## config.mk

```make
export PLATFORM = sky130hd
export DESIGN_NAME = regin_data_sel
export DESIGN_NICKNAME = d
export VERILOG_FILES = /design/src/rtl/regin_data_sel.sv
export SDC_FILE = /design/constraint.sdc
export NUM_CORES = 1
export LEC_CHECK = 0
export ABC_AREA = 0
export CORE_ASPECT_RATIO = 1.2
export CORE_UTILIZATION = 31
export DETAILED_ROUTE_END_ITERATION = 10
export HOLD_SLACK_MARGIN = 0.02
export PLACE_DENSITY_LB_ADDON = 0.15
export RECOVER_POWER = 100
export SLEW_MARGIN = 25
export SYNTH_ARGS = -nofsm -noshare
export SYNTH_HDL_FRONTEND = slang
export SYNTH_SLANG_ARGS = --single-unit
```

## constraint.sdc

```tcl
create_clock -name clk -period 1.75 [get_ports clk]
set_input_delay 0.2625 -clock clk [delete_from_list [all_inputs] [get_ports clk]]
set_output_delay 0.2625 -clock clk [all_outputs]
set_load 0.02 [all_outputs]
```

## src/rtl/regin_data_sel.sv

```systemverilog
`default_nettype none
// ============================================================================
//  Module   : regin_data_sel
//  Purpose  : Registered source selector over data inputs, programmable
//             constants and pc, with a valid/ready output stage.
//  Revision : 1.0  initial release
// ============================================================================
module regin_data_sel #(
  parameter int WIDTH     = 16,
  parameter int NUM_IN    = 4,
  parameter int NUM_CONST = 3,
  localparam int SEL_W    = $clog2(NUM_IN + NUM_CONST + 1)
) (
  input  logic                    clk,
  input  logic                    rst,
  input  logic [NUM_IN*WIDTH-1:0] in_data,
  input  logic [WIDTH-1:0]        pc,
  input  logic [SEL_W-1:0]        sel,
  input  logic                    in_valid,
  output logic                    in_ready,
  output logic [WIDTH-1:0]        out_data,
  output logic                    out_valid,
  input  logic                    out_ready,
  input  logic                    const_we,
  input  logic [2:0]              const_addr,
  input  logic [WIDTH-1:0]        const_wdata,
  output logic                    sel_err,
  input  logic                    sel_err_clr
);

  localparam int c_PC_IDX = NUM_IN + NUM_CONST;

  typedef enum logic [0:0] {
    EMPTY = 1'b0,
    FULL  = 1'b1
  } state_t;

  state_t            state_q, state_d;
  logic [WIDTH-1:0]  data_q, data_d;
  logic              err_q, err_d;
  logic [WIDTH-1:0]  const_q [NUM_CONST];

  logic              w_accept;
  logic              w_illegal;
  logic [WIDTH-1:0]  w_sel_val;

  // Constant bank: each register has its own reset value.
  for (genvar j = 0; j < NUM_CONST; j++) begin : g_const
    localparam logic [WIDTH-1:0] c_RST =
      (j == 0) ? WIDTH'(95)  :
      (j == 1) ? WIDTH'(200) :
      (j == 2) ? {WIDTH{1'b1}} : {WIDTH{1'b0}};

    always_ff @(posedge clk or posedge rst) begin
      if (rst) begin
        const_q[j] <= c_RST;
      end else if (const_we && (int'(const_addr) == j)) begin
        const_q[j] <= const_wdata;
      end
    end
  end

  always_comb begin
    w_sel_val = '0;
    w_illegal = (int'(sel) > c_PC_IDX);
    for (int k = 0; k < NUM_IN; k++) begin
      if (int'(sel) == k) begin
        w_sel_val = in_data[k*WIDTH +: WIDTH];
      end
    end
    for (int j = 0; j < NUM_CONST; j++) begin
      if (int'(sel) == NUM_IN + j) begin
        w_sel_val = const_q[j];
      end
    end
    if (int'(sel) == c_PC_IDX) begin
      w_sel_val = pc;
    end
  end

  assign in_ready = (state_q == EMPTY) || out_ready;
  assign w_accept = in_valid && in_ready;

  always_comb begin
    state_d = state_q;
    data_d  = data_q;
    err_d   = err_q;
    if (sel_err_clr) begin
      err_d = 1'b0;
    end
    // Set wins over a simultaneous clear.
    if (w_accept) begin
      state_d = FULL;
      data_d  = w_illegal ? '0 : w_sel_val;
      if (w_illegal) begin
        err_d = 1'b1;
      end
    end else if ((state_q == FULL) && out_ready) begin
      state_d = EMPTY;
    end
  end

  always_ff @(posedge clk or posedge rst) begin
    if (rst) begin
      state_q <= EMPTY;
      data_q  <= '0;
      err_q   <= 1'b0;
    end else begin
      state_q <= state_d;
      data_q  <= data_d;
      err_q   <= err_d;
    end
  end

  assign out_valid = (state_q == FULL);
  assign out_data  = data_q;
  assign sel_err   = err_q;

endmodule
`default_nettype wire
```

==> results.ini <==
[status]
status=finished, final reports clean

[finish]
fill_cells=1150
fin_nets=587
drive_above_1_share=0.2070
layout.cells.non_filler=640
diodes=0
syn2layout_area_growth_pct=46.21

[yosys]
synth_nets=452
yosys_warnings=0
synth_edf_count=0
synthCells=344
synth_top_area_cell=dfrtp_1
synth.avg_cell_area_sq_um=10.88
synth_ff_type=dfrtp_1
ys_ff_latch=65
yosys-top-cells-count=dfrtp_1, mux2i_1, dfstp_2
yosysSeqAreaShare=0.4430
async_flop_share=1.000
synth_top_area_share=0.2675
synth_most_common_cell=dfrtp_1
synth_cell_types=41
yosys-top-cells-area=dfrtp_1, dfstp_2, mux2_2
synth_area_sq_mm=0.003742

[clocking]
cts_sinks=65
clock_latency_ns=0.32
htree_levels=3
cts_root_buf=clkbuf_16
postCtsHoldBufs=0
clockBufferDepth=2
cts_tree=yes
cts_inserted_buffers=9
cts.reportedPaths.clkPinSlew_ns=0.05

[setup_path]
cp-end-kind=output port
criticalPathCategory=flop to output port
cp_data_required_time_ns=1.49
critPathMaxStageDelay_ns=0.66
start_kind=flop
crit_slowest_cell=dlygate4sd3_1
cp_max_fo=2
arrival_ns=1.37
crit_family=buffers and inverters
path_cells=dlygate4sd3_1
critical_path_buf_inv_count=1

[grt]
top_usage_layer=met2
antenna_found_initial=0
grt_pass1_wl_microns=16970
met1_usage=0.2296
track_usage=0.1808
use_met2=0.3070
use_met3=0.02506
gr-total-overflow=0
grt_pass1_vias=3323
grt_max_degree=66

[power]
powerDensity_mw_per_mm2=875.6
power_frac_seq=0.429
pwr-share-clk=0.322
power_uw=4791
ir_worst_vdd_mv=0.4004
swShare=0.2612
switching_power_uw=1252
p_int_uw=3539
power.share.combinational=0.249
p_leak_uw=0.002185

[hold_path]
worst_hold_path_type=flop to flop

[route]
dr_total_vias=3177
viasPerCell=4.964
dr.pass1.iters=4
drt_iter0_drc=88
wl_per_cell_microns=16.65
route.detailed.drc=0
routed_wl_microns=10660
ant_nets=0

[sta]
hold_viol=0
post-route-period-util=0.9313
rsz0062_at_grt=false
clock-skew-final_ns=0.006295
worst_pin_slew_ns=0.9162
fin_crit_ns=1.630
max_freq_ghz=0.6136
relSlewSlack=0.3892
setup_violations=0
drv_slew=0

[floorplanning]
dieWidth_microns=102.3
num_io_pins=127
die_h_microns=122.4
core-area_sq_mm=0.01167
die_area_sq_mm=0.01252
rows=43
initial_utilization=0.3205

[job]
drv_cap=0

[place]
place.port_buffers=124
gp_congestion=0.7751
hpwl_microns=7671
placed_cells=625

-- worst paths after layout --
| kind | start | to | slack, ns | cells past startpoint |
|---|---|---|---|---|
| setup reg to reg | out_valid$_DFFE_PP0P_ | out_data[12]$_DFFE_PP0P_ | 0.29 | 6 |
| hold / removal | out_data[0]$_DFFE_PP0P_ | out_data[0]$_DFFE_PP0P_ | 0.48 | 2 |
| hold reg to reg | out_data[0]$_DFFE_PP0P_ | out_data[0]$_DFFE_PP0P_ | 0.48 | 2 |
| setup / recovery | out_data[14]$_DFFE_PP0P_ | out_data[14] | 0.12 | 1 |
| min in group asynchronous | rst | out_data[14]$_DFFE_PP0P_ | 0.75 | 3 |
| max in group asynchronous | rst | out_valid$_DFFE_PP0P_ | 0.41 | 3 |
-- through the flow --
stage	setup TNS, ns	util	setup WS, ns	hold slack, ns	cell area (sq um)
after floorplan	0	-	0.2277	0.3709	3746
after global placement	-1.670	0.4544	-0.07888	0.4682	5305
after detailed placement	-1.893	0.4544	-0.09480	0.4758	5305
after CTS	0	0.4757	0.04005	0.4011	5554
after global routing	0	0.4687	0.07317	0.4919	5472
final	0	0.4687	0.1203	0.4815	5472
-- cell families (layout without fill, tap and decap cells) --
family                 Yosys count  after routing  synth area share
multiplexers                    74             74            0.2240
AND/OR/NAND/NOR                 60             60           0.09362
AO/OA/AOI/OAI                  108            108            0.1775
buffers and inverters           36            175           0.06085
flip-flops                      65             65            0.4430
other                            1              1          0.001002
-- registers in the layout, summed over array words and instances (netlist names) --
name,cells
out_valid,1
const_q,48
out_data,16
-- tightest hold or removal path: stages, from the launching register on --
cell,delay [ns]
dfrtp_1,0.33
nand2_1,0.05
o221ai_1,0.06
-- cells in the final DEF, fill, tap and decap left out, types with 7 or more instances in the layout --
| master | instances |
|---|---|
| clkdlybuf4s50_1 | 101 |
| dfrtp_1 | 40 |
| mux2i_1 | 26 |
| dfstp_2 | 25 |
| a21oi_1 | 24 |
| nor2_1 | 24 |
| mux2_2 | 24 |
| mux2_1 | 22 |
| buf_4 | 21 |
| dlygate4sd3_1 | 20 |
| o21ai_0 | 19 |
| o21ai_1 | 17 |
| o2bb2ai_1 | 12 |
| o22ai_1 | 12 |
| a31oi_1 | 12 |
| clkbuf_16 | 9 |
| nor2b_1 | 8 |
| nand2_1 | 8 |
| clkbuf_1 | 7 |
-- power groups by stage --
stage / logic [uW] / registers, uW / clock network [uW]
5_1_grt: 1300 / 2100 / 1640
3_3_place_gp: 1260 / 2070 / 0
6_report: 1190 / 2060 / 1540
2_1_floorplan: 623 / 2130 / 0
4_1_cts: 1280 / 2060 / 1580
3_5_place_dp: 1280 / 2080 / 0
-- timing repair --
action,4_1_cts,5_1_grt
gates resized for setup,0,1
setup endpoints to repair,0,1
buffers inserted,0,0
-- metal layers --
layer	share of wire	vias up
met5	0	-
met4	0.017	0
met3	0.036	13
met2	0.50	75
met1	0.44	1549
li1	-	1540
-- cell type report --
class,count,area [sq um],share of cell area
multi-input cells,243,1824,0.3334
flip-flops and latches,65,1658,0.3030
repair buffers,153,1514,0.2767
clock buffers,14,244.0,0.04459
well taps,157,196.4,0.03590
inverters,7,30.03,0.005488
clock inverters,1,5.005,0.0009147
No activity file was read; power rests on OpenSTA's default activity.
